===== src/rtl/uart_rx_cmd_decoder.sv =====
// ---------------------------------------------------------------------------
// uart_rx_cmd_decoder
//
// Purpose:
//   Assembles multi-byte command frames from the UART receive path and
//   presents one decoded command at a time over a valid/ready handshake.
//   Malformed, timed-out and overrun frames are reported as single-cycle
//   error pulses. All outputs are registered.
//
//   Frame formats (first byte is the opcode, received in IDLE):
//     0xAA addr data     -> write      (cmd_type 00)
//     0xBB addr          -> read       (cmd_type 01)
//     0xCC opa opb fun   -> ALU        (cmd_type 10)
//     0xDD fun           -> ALU reuse  (cmd_type 11, operands of last 0xCC)
//
// Ports:
//   clk          system clock, rising edge
//   rst          synchronous reset, active-high
//   rx_data      received byte, qualified by rx_valid
//   rx_valid     one-cycle pulse per correctly received byte
//   rx_par_err   one-cycle pulse: parity error on a received frame
//   rx_stp_err   one-cycle pulse: stop-bit error on a received frame
//   cmd_valid    decoded command available
//   cmd_ready    consumer accepts the command
//   cmd_type     00 write, 01 read, 10 ALU with operands, 11 ALU without
//   cmd_addr     register address (write/read)
//   cmd_wdata    write data
//   cmd_op_a     ALU operand A
//   cmd_op_b     ALU operand B
//   cmd_fun      ALU function
//   err_unknown  pulse: unknown opcode (or bad address byte, see below)
//   err_frame    pulse: parity/stop error seen
//   err_timeout  pulse: inter-byte timeout inside a frame
//   err_overrun  pulse: byte dropped while a command is pending
//
// Build option:
//   UART_RX_CMD_ADDR_CHECK_EN - when defined, an address byte with any bit
//   above ADDR_WIDTH-1 set aborts the frame and pulses err_unknown. When
//   undefined, those upper bits are silently ignored.
// ---------------------------------------------------------------------------
module uart_rx_cmd_decoder #(
    parameter int ADDR_WIDTH = 4,
    parameter int TIMEOUT    = 1024,
    parameter int TMO_W      = 16
) (
    input  logic                  clk,
    input  logic                  rst,
    input  logic [7:0]            rx_data,
    input  logic                  rx_valid,
    input  logic                  rx_par_err,
    input  logic                  rx_stp_err,
    output logic                  cmd_valid,
    input  logic                  cmd_ready,
    output logic [1:0]            cmd_type,
    output logic [ADDR_WIDTH-1:0] cmd_addr,
    output logic [7:0]            cmd_wdata,
    output logic [7:0]            cmd_op_a,
    output logic [7:0]            cmd_op_b,
    output logic [3:0]            cmd_fun,
    output logic                  err_unknown,
    output logic                  err_frame,
    output logic                  err_timeout,
    output logic                  err_overrun
);

    typedef enum logic [2:0] {
        S_IDLE    = 3'd0,
        S_WR_ADDR = 3'd1,
        S_WR_DATA = 3'd2,
        S_RD_ADDR = 3'd3,
        S_ALU_A   = 3'd4,
        S_ALU_B   = 3'd5,
        S_ALU_FUN = 3'd6,
        S_ISSUE   = 3'd7
    } state_t;

    localparam logic [TMO_W-1:0] TMO_LAST = TMO_W'(TIMEOUT - 1);
    localparam logic [TMO_W-1:0] TMO_ONE  = TMO_W'(1);
    localparam bit               TMO_EN   = (TIMEOUT != 0);

    state_t                state_r, state_s;
    logic [TMO_W-1:0]      cnt_r, cnt_s;
    logic                  valid_r, valid_s;
    logic [1:0]            type_r, type_s;
    logic [ADDR_WIDTH-1:0] addr_r, addr_s;
    logic [7:0]            wdata_r, wdata_s;
    logic [7:0]            op_a_r, op_a_s;
    logic [7:0]            op_b_r, op_b_s;
    logic [3:0]            fun_r, fun_s;
    logic                  eu_r, eu_s;
    logic                  ef_r, ef_s;
    logic                  et_r, et_s;
    logic                  eo_r, eo_s;

    logic                  frame_err_s;
    logic                  in_frame_s;
    logic                  tmo_hit_s;
    logic                  addr_bad_s;

    // Address-byte range check; only active in the checking build.
`ifdef UART_RX_CMD_ADDR_CHECK_EN
    assign addr_bad_s = ((rx_data >> ADDR_WIDTH) != 8'h00);
`else
    assign addr_bad_s = 1'b0;
`endif

    assign frame_err_s = rx_par_err | rx_stp_err;

    // Frame-state qualifier and timeout expiry detection.
    always_comb begin
        in_frame_s = 1'b0;
        case (state_r)
            S_WR_ADDR, S_WR_DATA, S_RD_ADDR,
            S_ALU_A, S_ALU_B, S_ALU_FUN: in_frame_s = 1'b1;
            default:                    in_frame_s = 1'b0;
        endcase
        tmo_hit_s = TMO_EN && in_frame_s && (cnt_r == TMO_LAST);
    end

    // Next-state, field capture and error-pulse decode.
    always_comb begin
        state_s = state_r;
        type_s  = type_r;
        addr_s  = addr_r;
        wdata_s = wdata_r;
        op_a_s  = op_a_r;
        op_b_s  = op_b_r;
        fun_s   = fun_r;
        eu_s    = 1'b0;
        ef_s    = 1'b0;
        et_s    = 1'b0;
        eo_s    = 1'b0;

        case (state_r)
            S_IDLE: begin
                if (frame_err_s) begin
                    // Error wins over a coincident byte.
                    ef_s = 1'b1;
                end else if (rx_valid) begin
                    case (rx_data)
                        8'hAA: begin
                            state_s = S_WR_ADDR;
                            type_s  = 2'b00;
                        end
                        8'hBB: begin
                            state_s = S_RD_ADDR;
                            type_s  = 2'b01;
                        end
                        8'hCC: begin
                            state_s = S_ALU_A;
                            type_s  = 2'b10;
                        end
                        8'hDD: begin
                            // Operands deliberately kept from the last 0xCC.
                            state_s = S_ALU_FUN;
                            type_s  = 2'b11;
                        end
                        default: begin
                            eu_s = 1'b1;
                        end
                    endcase
                end else begin
                    state_s = S_IDLE;
                end
            end

            S_WR_ADDR, S_WR_DATA, S_RD_ADDR,
            S_ALU_A, S_ALU_B, S_ALU_FUN: begin
                if (frame_err_s) begin
                    ef_s    = 1'b1;
                    state_s = S_IDLE;
                end else if (rx_valid) begin
                    // A byte arriving on the expiry cycle wins over the timeout.
                    case (state_r)
                        S_WR_ADDR: begin
                            if (addr_bad_s) begin
                                eu_s    = 1'b1;
                                state_s = S_IDLE;
                            end else begin
                                addr_s  = rx_data[ADDR_WIDTH-1:0];
                                state_s = S_WR_DATA;
                            end
                        end
                        S_RD_ADDR: begin
                            if (addr_bad_s) begin
                                eu_s    = 1'b1;
                                state_s = S_IDLE;
                            end else begin
                                addr_s  = rx_data[ADDR_WIDTH-1:0];
                                state_s = S_ISSUE;
                            end
                        end
                        S_WR_DATA: begin
                            wdata_s = rx_data;
                            state_s = S_ISSUE;
                        end
                        S_ALU_A: begin
                            op_a_s  = rx_data;
                            state_s = S_ALU_B;
                        end
                        S_ALU_B: begin
                            op_b_s  = rx_data;
                            state_s = S_ALU_FUN;
                        end
                        S_ALU_FUN: begin
                            fun_s   = rx_data[3:0];
                            state_s = S_ISSUE;
                        end
                        default: begin
                            state_s = S_IDLE;
                        end
                    endcase
                end else if (tmo_hit_s) begin
                    et_s    = 1'b1;
                    state_s = S_IDLE;
                end else begin
                    state_s = state_r;
                end
            end

            S_ISSUE: begin
                // Incoming traffic never disturbs the pending command.
                if (frame_err_s) begin
                    ef_s = 1'b1;
                end else if (rx_valid) begin
                    eo_s = 1'b1;
                end else begin
                    eo_s = 1'b0;
                end
                if (cmd_ready) begin
                    state_s = S_IDLE;
                end else begin
                    state_s = S_ISSUE;
                end
            end

            default: begin
                state_s = S_IDLE;
            end
        endcase

        valid_s = (state_s == S_ISSUE);

        // Counter runs only while staying in the same frame state; any
        // accepted byte or exit changes state and therefore clears it.
        if (TMO_EN && in_frame_s && (state_s == state_r)) begin
            cnt_s = cnt_r + TMO_ONE;
        end else begin
            cnt_s = {TMO_W{1'b0}};
        end
    end

    // State, counter and registered output update.
    always_ff @(posedge clk) begin
        if (rst) begin
            state_r <= S_IDLE;
            cnt_r   <= {TMO_W{1'b0}};
            valid_r <= 1'b0;
            type_r  <= 2'b00;
            addr_r  <= {ADDR_WIDTH{1'b0}};
            wdata_r <= 8'h00;
            op_a_r  <= 8'h00;
            op_b_r  <= 8'h00;
            fun_r   <= 4'h0;
            eu_r    <= 1'b0;
            ef_r    <= 1'b0;
            et_r    <= 1'b0;
            eo_r    <= 1'b0;
        end else begin
            state_r <= state_s;
            cnt_r   <= cnt_s;
            valid_r <= valid_s;
            type_r  <= type_s;
            addr_r  <= addr_s;
            wdata_r <= wdata_s;
            op_a_r  <= op_a_s;
            op_b_r  <= op_b_s;
            fun_r   <= fun_s;
            eu_r    <= eu_s;
            ef_r    <= ef_s;
            et_r    <= et_s;
            eo_r    <= eo_s;
        end
    end

    assign cmd_valid   = valid_r;
    assign cmd_type    = type_r;
    assign cmd_addr    = addr_r;
    assign cmd_wdata   = wdata_r;
    assign cmd_op_a    = op_a_r;
    assign cmd_op_b    = op_b_r;
    assign cmd_fun     = fun_r;
    assign err_unknown = eu_r;
    assign err_frame   = ef_r;
    assign err_timeout = et_r;
    assign err_overrun = eo_r;

endmodule


===== config.mk =====
export PLATFORM = sky130hd
export DESIGN_NAME = uart_rx_cmd_decoder
export DESIGN_NICKNAME = d
export VERILOG_FILES = /design/src/rtl/uart_rx_cmd_decoder.sv
export SDC_FILE = /design/constraint.sdc
export NUM_CORES = 1
export LEC_CHECK = 0
export CORE_UTILIZATION = 55
export CTS_CLUSTER_SIZE = 10
export DETAILED_ROUTE_END_ITERATION = 12
export PLACE_DENSITY_LB_ADDON = 0.15
export SLEW_MARGIN = 20
export SYNTH_ARGS = -nofsm -noshare
export SYNTH_HDL_FRONTEND = slang
export SYNTH_SLANG_ARGS = --single-unit

===== constraint.sdc =====
create_clock -name clk -period 4.3 [get_ports clk]
set_clock_uncertainty 0.05 [all_clocks]
set_input_delay 1.29 -clock clk [delete_from_list [all_inputs] [get_ports clk]]
set_output_delay 1.29 -clock clk [all_outputs]
set_load 0.005 [all_outputs]

# Yosys cells after proc, flatten, opt, wreduce, memory -nomap -nowiden
# Index checks and enable logic that the tools add are counted.
[classes]
addsub = 1
n_mul = 0
n_div = 0
n_lt_le_gt_ge = 0
n_eq_ne = 14
shifts = 0
n_mux = 16
bitwise_logic = 7
reduce_logical = 19
[op_table]
columns = ["op", "n"]
rows = [
  ["8-bit equality test, second input constant", 4],
  ["3-bit case mux with 4 select lines", 2],
  ["4-bit AND reduction", 6],
  ["3-bit two-way mux", 6],
  ["16-bit by 1-bit adder with 16-bit output, second input constant", 1],
  ["16-bit by 10-bit equality test with 1-bit output, second input constant", 1],
  ["3-bit equality test, second input constant", 5],
  ["4-bit OR reduction", 3],
  ["3-bit case mux with 3 select lines", 1],
  ["2-bit case mux with 4 select lines", 1],
  ["8-bit OR reduction", 1],
  ["3-bit by 2-bit equality test with 1-bit output, second input constant", 2],
  ["1-bit two-way mux", 6],
  ["1-bit inverter", 6],
  ["3-bit OR reduction", 2],
  ["6-bit OR reduction", 1],
  ["4-bit nonzero test", 1],
  ["2-bit OR reduction", 2],
  ["3-bit by 1-bit equality test with 1-bit output, second input constant", 1],
  ["3-bit equality test", 1],
  ["3-bit zero test", 1],
  ["1-bit logical AND", 2],
  ["1-bit OR", 1],
]
[word_totals]
regBits = 58
latch_bits = 0
mem_bits_rw = 0
rom_bits = 0
input_bits = 14
elab_cells = 70
n_memories = 0

# Longest topological paths before layout
# Gate-level depths: netlist of run 1.
[logic_depth]
word_depth = 12
depth_mapped = 8

# Least setup slack after synthesis of run 1
# Ideal clock, no wire load.
[synth_timing]
path_kind = "input to register"
from = "in rx_valid"
to = "reg cnt_r[10]"
arrival_time_ns = 2.737
path_slack_ns = 1.378
stages = 8
cell_sequence = "buf_6 or3b_1 buf_2 a2111oi_4 o21ai_1 o21ai_2 buf_6 a211oi_1"
[synth_between]
elab_chain_cells = 7
[synth_rtl]
columns = ["item", "line", "text"]
rows = [
  ["start, declared", "49", "input logic rx_valid,"],
  ["3-bit two-way mux, on equally long branches", "172, 139", ""],
  ["3-bit two-way mux, on equally long branches", "169, 136", ""],
  ["3-bit case mux with 3 select lines *", "134", "case (state_r)"],
  ["3-bit equality test *", "246", "if (TMO_EN && in_frame_s && (state_s == state_r)) begin"],
  ["1-bit logical AND *", "246", ""],
  ["1-bit inverter (no line) *", "n/a", ""],
  ["2-bit OR reduction (no line) *", "n/a", ""],
  ["end signal, assigned", "257", "cnt_r <= {TMO_W{1'b0}};"],
  ["end signal, assigned", "271", "cnt_r <= cnt_s;"],
  ["end, declared", "82", "logic [TMO_W-1:0] cnt_r, cnt_s;"],
]
# Every way passes the cells marked *; elsewhere a longest branch is shown, timed or not.
# A chain may end at the register's enable or synchronous reset.

# Final worst setup path of run 1
[layout_timing]
from = "in rx_valid"
to = "reg cnt_r[6]"
# The elaborated chain is that of the path after synthesis.

==> out/results.ini, run 1 <==
[flow_run]
cap_violations = 0

[layout]
instances_no_fill = 416
nets = 359
n_fill_cell = 370
area_delta_synth_final_pct = 27.80
drive_gt1_share_pct = 10.60
n_antenna_cell = 0

[timing]
min_period_ps = 3279
fmax_mhz = 305.0
worst_slack_ps = 1021
rsz0062_at_grt = false
finalHoldWorstSlack_ps = 407.0
finalSetupViolCount = 0
tns_ps = 0
worstMarginPinSlew_ps = 596.1
maxSlewViolCount = 0
maxSlewHeadroom_pct = 60.21
period_share_pct = 76.25
hold_viol = 0

[synth]
ys_ff_latch = 58
syn_nets = 307
synth_area_mm2 = 0.002691
syn_avg_cell_area_um2 = 9.217
synthTopCellsByCount = dfxtp_1, nor2_1, nand2_1, a21oi_1, mux2i_1
synthArstFlopShare_pct = 0
yosysTopAreaCellShare_pct = 43.14
yosysSeqAreaShare_pct = 43.14
synthFlopType = dfxtp_1
ys_top_cells_by_area = dfxtp_1, mux2i_1, a211oi_1
synth-edff-count = 0
syn_inst = 292
synth_most_common_cell = dfxtp_1
yosys_warnings = 0
yosysTopAreaCell = dfxtp_1
yosys.cell_types.count = 54

[clock_tree]
ctsLongestPathBuffers = 2
post_cts_resize_count = 0
clk_pin_slew_ps = 70
cts_buffers = 9
post_cts_buffers = 0
clk_latency_ps = 330
clock_sinks = 58
hold_buffers = 0
cts-root-buf = clkbuf_8
tritoncts = yes
htreeDepth = 3

[floorplanning]
io_pins = 53
die_w_um = 71.95
coreArea_mm2 = 0.004723
start_util_pct = 56.98
dieArea_mm2 = 0.005177
rows = 25
fp.dieH_um = 71.95

[pwr]
ir_drop_mv = 0.2795
power.density_mw_per_mm2 = 336.6
p_leak_nw = 1.254

[place]
finalWeightedCongestion = 0.7956
dp_slack_ps = 696.3
portBuffers = 52
post-dp-hpwl_um = 4141
dp.cells = 400

[global_routing]
grt_first_pass_wirelength_um = 10750
grt_remaining_overflow = 0
antenna_found_initial = 0
grt_usage_pct = 26.58
grt_max_degree = 41
grt_pass1_vias = 2272

[min_path]
min_to = cmd_op_a[1]
holdPathStages = 2
worst_hold_path_type = flip-flop to flip-flop
hp-start = cmd_op_a[1]

[critical_path]
required_ps = 4440
r2r_slack_ps = 1930
timing.rr.end = cnt_r[6]
cp.arrival_ps = 3420
r2r_start = state_r[2]
cp-end-kind = flip-flop
r2r_cells = 6
crit_start = rx_valid
path_class = input port to flip-flop
cp-start-kind = input port
path_max_fanout = 16

[route]
drc = 0
vias_per_cell = 5.543
num_vias = 2306
drt_iter0_markers = 184
routedWlPerCell_um = 15.18
dr.pass1.iters = 4
wirelength_um = 6316
drtAntennaViolNets = 0

[outcome]
status = complete, no violations

[worst max-delay path, stage by stage]
cell             delay (ps)
clkdlybuf4s50_1         650
or3b_1                  520
a2111oi_4               390
o21ai_1                 130
o21ai_2                 130
buf_4                   220
a211oi_1                 80
[final cells by class]
| class | count | area, µm² | area share, % |
|---|---|---|---|
| Sequential cell | 58 | 1161 | 33.76 |
| Multi-Input combinational cell | 212 | 1385 | 40.27 |
| Clock inverter | 4 | 73.82 | 2.146 |
| Clock buffer | 12 | 155.1 | 4.511 |
| Inverter | 6 | 22.52 | 0.6548 |
| Timing Repair Buffer | 57 | 558.0 | 16.22 |
| Tap cell | 67 | 83.83 | 2.437 |
[how the worst max path moves through the flow]
stage	endpoint
final	cnt_r[6]
after global routing	cmd_wdata[4]
after CTS	cnt_r[8]
after detailed placement	cnt_r[8]
after global placement	cnt_r[13]
after floorplan	cnt_r[10]
[registers in the layout, summed over array words and instances, names as in the netlist]
register and count:
err_unknown 1, err_timeout 1, cmd_addr 4, err_frame 1, cmd_op_a 8, cnt_r 16
cmd_fun 4, err_overrun 1, state_r 3, cmd_op_b 8, cmd_wdata 8, cmd_type 2
cmd_valid 1
[metal layers]
| metal | up-vias | track usage, % | wire (µm) |
|---|---|---|---|
| met3 | 11 | 7.083 | 372 |
| met1 | 1074 | 32.95 | 2862 |
| met5 | - | 0 | 0 |
| met2 | 72 | 43.40 | 2983 |
| li1 | 1149 | - | - |
| met4 | 0 | 12.20 | 97 |
[report_power, final]
group          total (mW)  internal, mW  switching [mW]
Clock               0.575         0.358           0.217
Combinational      0.0443        0.0187          0.0256
Sequential          0.538         0.538        0.000434
Total                1.16         0.915           0.243
[cell families (layout without fill, tap and decap cells)]
kind of cell               count (synthesis)  after routing  share of synthesized area [%]
muxes                                     20             20                          7.438
buffers and inverters                     22             79                          5.392
and+or+nand+nor                          112            112                          22.13
adders and majority gates                  1              1                         0.4648
DFF                                       58             58                          43.14
xor gates and xnor gates                  14             14                          4.556
AOI/OAI and AO/OA                         65             65                          16.88
[placed cells by master, fill, tap and decap left out, types with 2 or more instances in the layout]
master	instances
nand4_1	3
nand4bb_1	3
buf_4	5
clkdlybuf4s50_1	52
xor2_1	7
and4_1	3
nand3_1	15
or2_2	5
clkbuf_8	11
inv_1	6
nand2_1	27
nand3_2	2
a21boi_0	2
xnor2_1	7
o21ai_0	8
bufinv_16	2
mux2i_1	20
a21oi_1	22
a211oi_1	17
and3_1	3
nor2b_1	3
dfxtp_1	58
nor3_1	7
nor2_1	30
[stage by stage]
step / instance area [µm²] / power [mW] / utilization (%)
3_5_place_dp: 3211 / 0.5944 / 67.97
2_1_floorplan: 2691 / 0.5694 / -
6_report: 3440 / 1.158 / 72.82
3_3_place_gp: 3211 / 0.5942 / 67.97
5_1_grt: 3440 / 1.198 / 72.82
4_1_cts: 3440 / 1.167 / 72.82
Note: power is estimated with default switching activity, not from simulation.
==> run 2: changes to the inputs <==
CORE_UTILIZATION = 51   (was 55)
clock period = 3.4 ns   (was 4.3 ns; I/O delays follow)
==> run 2 against run 1 <==
Against the previous run:
- total power up 16%
- setup slack worse by 440 ps
- combinational power up 35%
- sequential power up 27%
- worst hold slack better by 2.4 ps
- count of clock-buffer cells in the layout down 2
- routed wire length down 0.13%
- largest cell class unchanged
==> out/results.ini, run 2 (same netlist as run 1, synthesis figures left out) <==
[outcome]
status = complete, no violations

[pwr]
swShare_pct = 22.77  ; +1.8 points
p_int_mw = 1.040  ; +14%
p_leak_nw = 1.272  ; +1.4%
p_comb_share_pct = 4.4  ; +0.6 points
net-switching-power_mw = 0.3067  ; +26%
ir_drop_mv = 0.2652  ; -5.1%
p_seq_share_pct = 50.6  ; +4.1 points
power.density_mw_per_mm2 = 389.4  ; +16%
clockPowerShare_pct = 45.0  ; -4.7 points

[timing]
rsz0062_at_grt = false
maxSlewHeadroom_pct = 61.39  ; +1.2 points
min_period_ps = 2816
maxSlewViolCount = 0  ; unchanged
finalSetupViolCount = 0  ; unchanged
fmax_mhz = 355.1
tns_ps = 0  ; unchanged
hold_viol = 0  ; unchanged
worstMarginPinSlew_ps = 578.4  ; -17.70 ps
worst_slack_ps = 583.6  ; -437.5 ps
period_share_pct = 82.84

[critical_path]
required_ps = 3560  ; -880 ps
cp.arrival_ps = 2980  ; -440 ps
timing.rr.end = cnt_r[1]
critPathBufInv = 1  ; -1
cp_common_cell = nor2_1
path_max_fanout = 8  ; -8
r2r_start = state_r[2]
r2r_cells = 7  ; +1
slowest_stage = or3b_1
critPathTopFamily = simple AND/OR/NAND/NOR gates
cp-start-kind = input port
r2r_slack_ps = 1190  ; -740 ps
worstPathCellList = clkdlybuf4s50_1, or3b_1, nor2_1, nand3_2, mux2i_1, nor2_1
path_class = input port to flip-flop
cp-end-kind = flip-flop
critPathMaxStageDelay_ps = 540  ; -110 ps

[floorplanning]
coreArea_mm2 = 0.005107  ; +8.1%
rows = 26  ; +4.0%
fp.dieH_um = 74.65  ; +3.7%
die_w_um = 74.65  ; +3.7%
io_pins = 53  ; unchanged
dieArea_mm2 = 0.005572  ; +7.6%
start_util_pct = 52.69  ; -4.3 points

[route]
drt_iter0_markers = 194  ; +5.4%
wirelength_um = 6308  ; -0.13%
num_vias = 2373  ; +2.9%
dr.pass1.iters = 4  ; unchanged
vias_per_cell = 5.557  ; +0.25%
routedWlPerCell_um = 14.77  ; -2.7%
drtAntennaViolNets = 0  ; unchanged
drc = 0  ; unchanged

[min_path]
hp-start = cmd_op_a[1]
worst_hold_path_type = flip-flop to flip-flop
holdPathStages = 2  ; unchanged
min_to = cmd_op_a[1]

[layout]
mostFrequentLayoutCells = dfxtp_1, clkdlybuf4s50_1, nor2_1
n_antenna_cell = 0  ; unchanged
area_delta_synth_final_pct = 28.54
n_fill_cell = 420  ; +14%
regMostFlops = cnt_r
mostFrequentLayoutCell = dfxtp_1
drive_gt1_share_pct = 12.61  ; +2.0 points
nets = 367  ; +2.2%
largest_reg_flops = 16  ; unchanged

[clock_tree]
cts_buffers = 9  ; unchanged
post_cts_resize_count = 0  ; unchanged
post_cts_buffers = 0  ; unchanged
clk_latency_ps = 340  ; about the same
htreeDepth = 3  ; unchanged
cts-root-buf = clkbuf_8
clk_pin_slew_ps = 60  ; about the same
ctsLongestPathBuffers = 2  ; unchanged
tritoncts = yes
clock_sinks = 58  ; unchanged
hold_buffers = 0  ; unchanged

[flow_run]
cap_violations = 0  ; unchanged

[place]
post-dp-hpwl_um = 4345  ; +4.9%
dp_slack_ps = 268.2  ; -428.1 ps
portBuffers = 52  ; unchanged
finalWeightedCongestion = 0.8001  ; +0.57%

[global_routing]
antenna_found_initial = 0  ; unchanged
grt_max_degree = 41  ; unchanged
grt_usage_pct = 24.54  ; -2.0 points
grt_first_pass_wirelength_um = 10210  ; -5.1%
grt_remaining_overflow = 0  ; unchanged
grt_pass1_vias = 2176  ; -4.2%

[run 2: layer usage]
metal	track usage (%)	vias to the layer above	wire length [µm]	share of wire (%)
met1	31.24	1107	2798	44
li1	-	1174	-	-
met3	7.363	9	402	6.4
met4	11.53	0	131	2.1
met2	38.24	83	2975	47
met5	0	-	0	0
[run 2: worst max-delay path by stage]
stage	from	end	cells past startpoint	slack [ps]
after global placement	rx_stp_err	cmd_wdata[1]	6	280
after CTS	rx_valid	cmd_wdata[4]	6	600
final	rx_stp_err	cmd_wdata[4]	6	580
after floorplan	rx_valid	cnt_r[10]	8	750
after detailed placement	rx_data[1]	cnt_r[9]	7	270
after global routing	rx_data[1]	cnt_r[15]	6	450
[run 2: worst min-delay path, delay by kind of cell, from the launching register on]
family	cells	cell delay, ps
flops	1	310
simple gates	1	50
compound gates	1	50
[run 2: power groups by stage]
| stage | logic [mW] | clock network, mW | registers [mW] |
|---|---|---|---|
| detailed placement | 0.0594 | 0 | 0.696 |
| global placement | 0.0591 | 0 | 0.696 |
| global route | 0.0641 | 0.649 | 0.681 |
| finish | 0.0596 | 0.606 | 0.681 |
| CTS | 0.0596 | 0.618 | 0.681 |
| floorplan | 0.0237 | 0 | 0.696 |
[run 2: stage by stage]
stage,power [mW],util [%],hold slack (ps),cells,area [µm²]
detailed placement,0.7558,64.11,399.6,411,3274
global route,1.394,67.74,426.7,427,3460
finish,1.347,67.74,409.3,427,3460
CTS,1.359,67.74,407.9,427,3460
global placement,0.7555,64.11,392.5,411,3274
floorplan,0.7201,-,387.8,292,2691
[run 2: layout make-up]
cell class | count | area, µm² | area share [%]
sequential | 58 | 1161 | 33.56
timing repair buffer | 65 | 618.1 | 17.87
multi-input combinational | 212 | 1385 | 40.04
clock inverter | 6 | 57.56 | 1.664
inverter | 6 | 22.52 | 0.6510
clock buffer | 10 | 127.6 | 3.689
tap | 70 | 87.58 | 2.532
==> run 3: changes to the inputs <==
clock period = 2.65 ns   (was 3.4 ns; I/O delays follow)
==> run 3 against run 2 <==
Against the previous run:
- worst hold slack got worse by 6.2 ps
- first-iteration DRC count decreased by 32%
- core utilization grew 4.4 points
- combinational power up 57%
- critical endpoint is now cnt_r[13]
==> out/results.ini, run 3 (same netlist as run 1, synthesis figures left out) <==
[outcome]
status = complete, no violations

[clock_tree]
cts_buffers = 9  ; unchanged
post_cts_buffers = 0  ; unchanged
htreeDepth = 3  ; unchanged
clk_latency_ps = 340  ; about the same
hold_buffers = 0  ; unchanged
cts-root-buf = clkbuf_8
clock_sinks = 58  ; unchanged
post_cts_resize_count = 0  ; unchanged
clk_pin_slew_ps = 70  ; about the same
ctsLongestPathBuffers = 2  ; unchanged
tritoncts = yes

[timing]
maxSlewViolCount = 0  ; unchanged
worst_slack_ps = 251.4  ; -332.2 ps
finalSetupViolCount = 0  ; unchanged
maxSlewHeadroom_pct = 62.32  ; +0.93 points
period_share_pct = 90.51
worstMarginPinSlew_ps = 564.4  ; -13.99 ps
tns_ps = 0  ; unchanged
min_period_ps = 2399
finalHoldWorstSlack_ps = 403.2  ; -6.166 ps
rsz0062_at_grt = false
fmax_mhz = 416.9
hold_viol = 0  ; unchanged

[critical_path]
path_class = input port to flip-flop
cp.arrival_ps = 2560  ; -420 ps
required_ps = 2810  ; -750 ps
critPathTopFamily = compound AO/OA/AOI/OAI gates
slowest_stage = or3b_1
cp-start-kind = input port
cp-end-kind = flip-flop
critPathMaxStageDelay_ps = 470  ; -70 ps
r2r_slack_ps = 450  ; -740 ps
path_max_fanout = 8  ; unchanged
worstPathCellList = clkdlybuf4s50_1, or3b_1, a2111oi_4, o21ai_1, o21ai_2, buf_4, a211oi_1
critPathBufInv = 2  ; +1

[pwr]
p_total_mw = 1.899  ; +41%
ir_drop_mv = 0.5037  ; +90%
p_leak_nw = 1.398  ; +10%
power.density_mw_per_mm2 = 515.4  ; +32%

[floorplanning]
die_w_um = 74.65  ; unchanged
fp.dieH_um = 74.65  ; unchanged
rows = 26  ; unchanged
start_util_pct = 52.69  ; unchanged
coreArea_mm2 = 0.005107  ; unchanged
io_pins = 53  ; unchanged
dieArea_mm2 = 0.005572  ; unchanged

[route]
dr.pass1.iters = 4  ; unchanged
drt_iter0_markers = 132  ; -32%
vias_per_cell = 5.469  ; -1.6%
num_vias = 2450  ; +3.2%
wirelength_um = 6626  ; +5.0%
drtAntennaViolNets = 0  ; unchanged
drc = 0  ; unchanged
routedWlPerCell_um = 14.79  ; +0.12%

[global_routing]
grt_use_met2_pct = 39.84  ; +1.6 points
top_usage_layer = met2
grt_use_met3_pct = 10.17  ; +2.8 points
grt_first_pass_wirelength_um = 10530  ; +3.2%
antenna_found_initial = 0  ; unchanged
grt_usage_pct = 25.39  ; +0.85 points
grt_remaining_overflow = 0  ; unchanged
grt_max_degree = 41  ; unchanged
grtUsageMet1_pct = 31.92  ; +0.68 points
grt_pass1_vias = 2228  ; +2.4%

[layout]
mostFrequentLayoutCell = dfxtp_1
largest_reg_flops = 16  ; unchanged
instances_no_fill = 448  ; +4.9%
n_antenna_cell = 0  ; unchanged
mostFrequentLayoutCells = dfxtp_1, clkdlybuf4s50_1, buf_4
area_delta_synth_final_pct = 36.91
final_util_pct = 72.15  ; +4.4 points
regMostFlops = cnt_r
nets = 388  ; +5.7%
drive_gt1_share_pct = 17.72  ; +5.1 points
finalInstanceArea_mm2 = 0.003685  ; +6.5%

[place]
finalWeightedCongestion = 0.9172  ; +15%
portBuffers = 52  ; unchanged
dp_slack_ps = -91.30  ; -359.5 ps
post-dp-hpwl_um = 4581  ; +5.4%
dp.cells = 432  ; +5.1%
post_dp_cell_area_mm2 = 0.003457  ; +5.6%

[min_path]
worst_hold_path_type = flip-flop to flip-flop

[flow_run]
cap_violations = 0  ; unchanged

## run 3: cell types whose count changed in the layout (fill, tap and decap cells not counted)
cell,delta
buf_12,+2
buf_4,+19
clkbuf_1,-1
clkbuf_8,+1
clkinv_4,+2
clkinv_2,-3
bufinv_16,+1
## run 3: layout make-up
class,instances,area [µm²]
clock buffer,10,137.6
clock inverter,6,90.09
fill,400,1423
inverter,6,22.52
multi-input combinational,212,1385
sequential,58,1161
tap,70,87.58
timing repair buffer,86,800.8
## run 3: path summary, 6_finish.rpt
kind,startpoint,to,depth (start not counted)
hold reg to reg,cmd_op_a[4],cmd_op_a[4],2
hold / removal,cmd_op_a[4],cmd_op_a[4],2
setup reg to reg,cnt_r[14],cmd_valid,5
setup / recovery,rx_stp_err,cnt_r[13],7
## run 3: per-layer routing
metal	vias to the layer above	share of wire [%]
li1	1212	-
met1	1151	44
met2	75	47
met3	12	7.1
met4	0	1.6
met5	-	0
## run 3: power breakdown
group | total [mW] | internal, mW | switching (mW)
Sequential | 0.873 | 0.873 | 0.000527
Clock | 0.932 | 0.556 | 0.376
Combinational | 0.0935 | 0.0463 | 0.0472
## run 3: tightest hold or removal path: stages, from the launching register on
cell and delay, ps:
dfxtp_1 310, nand2_1 50, a21oi_1 50
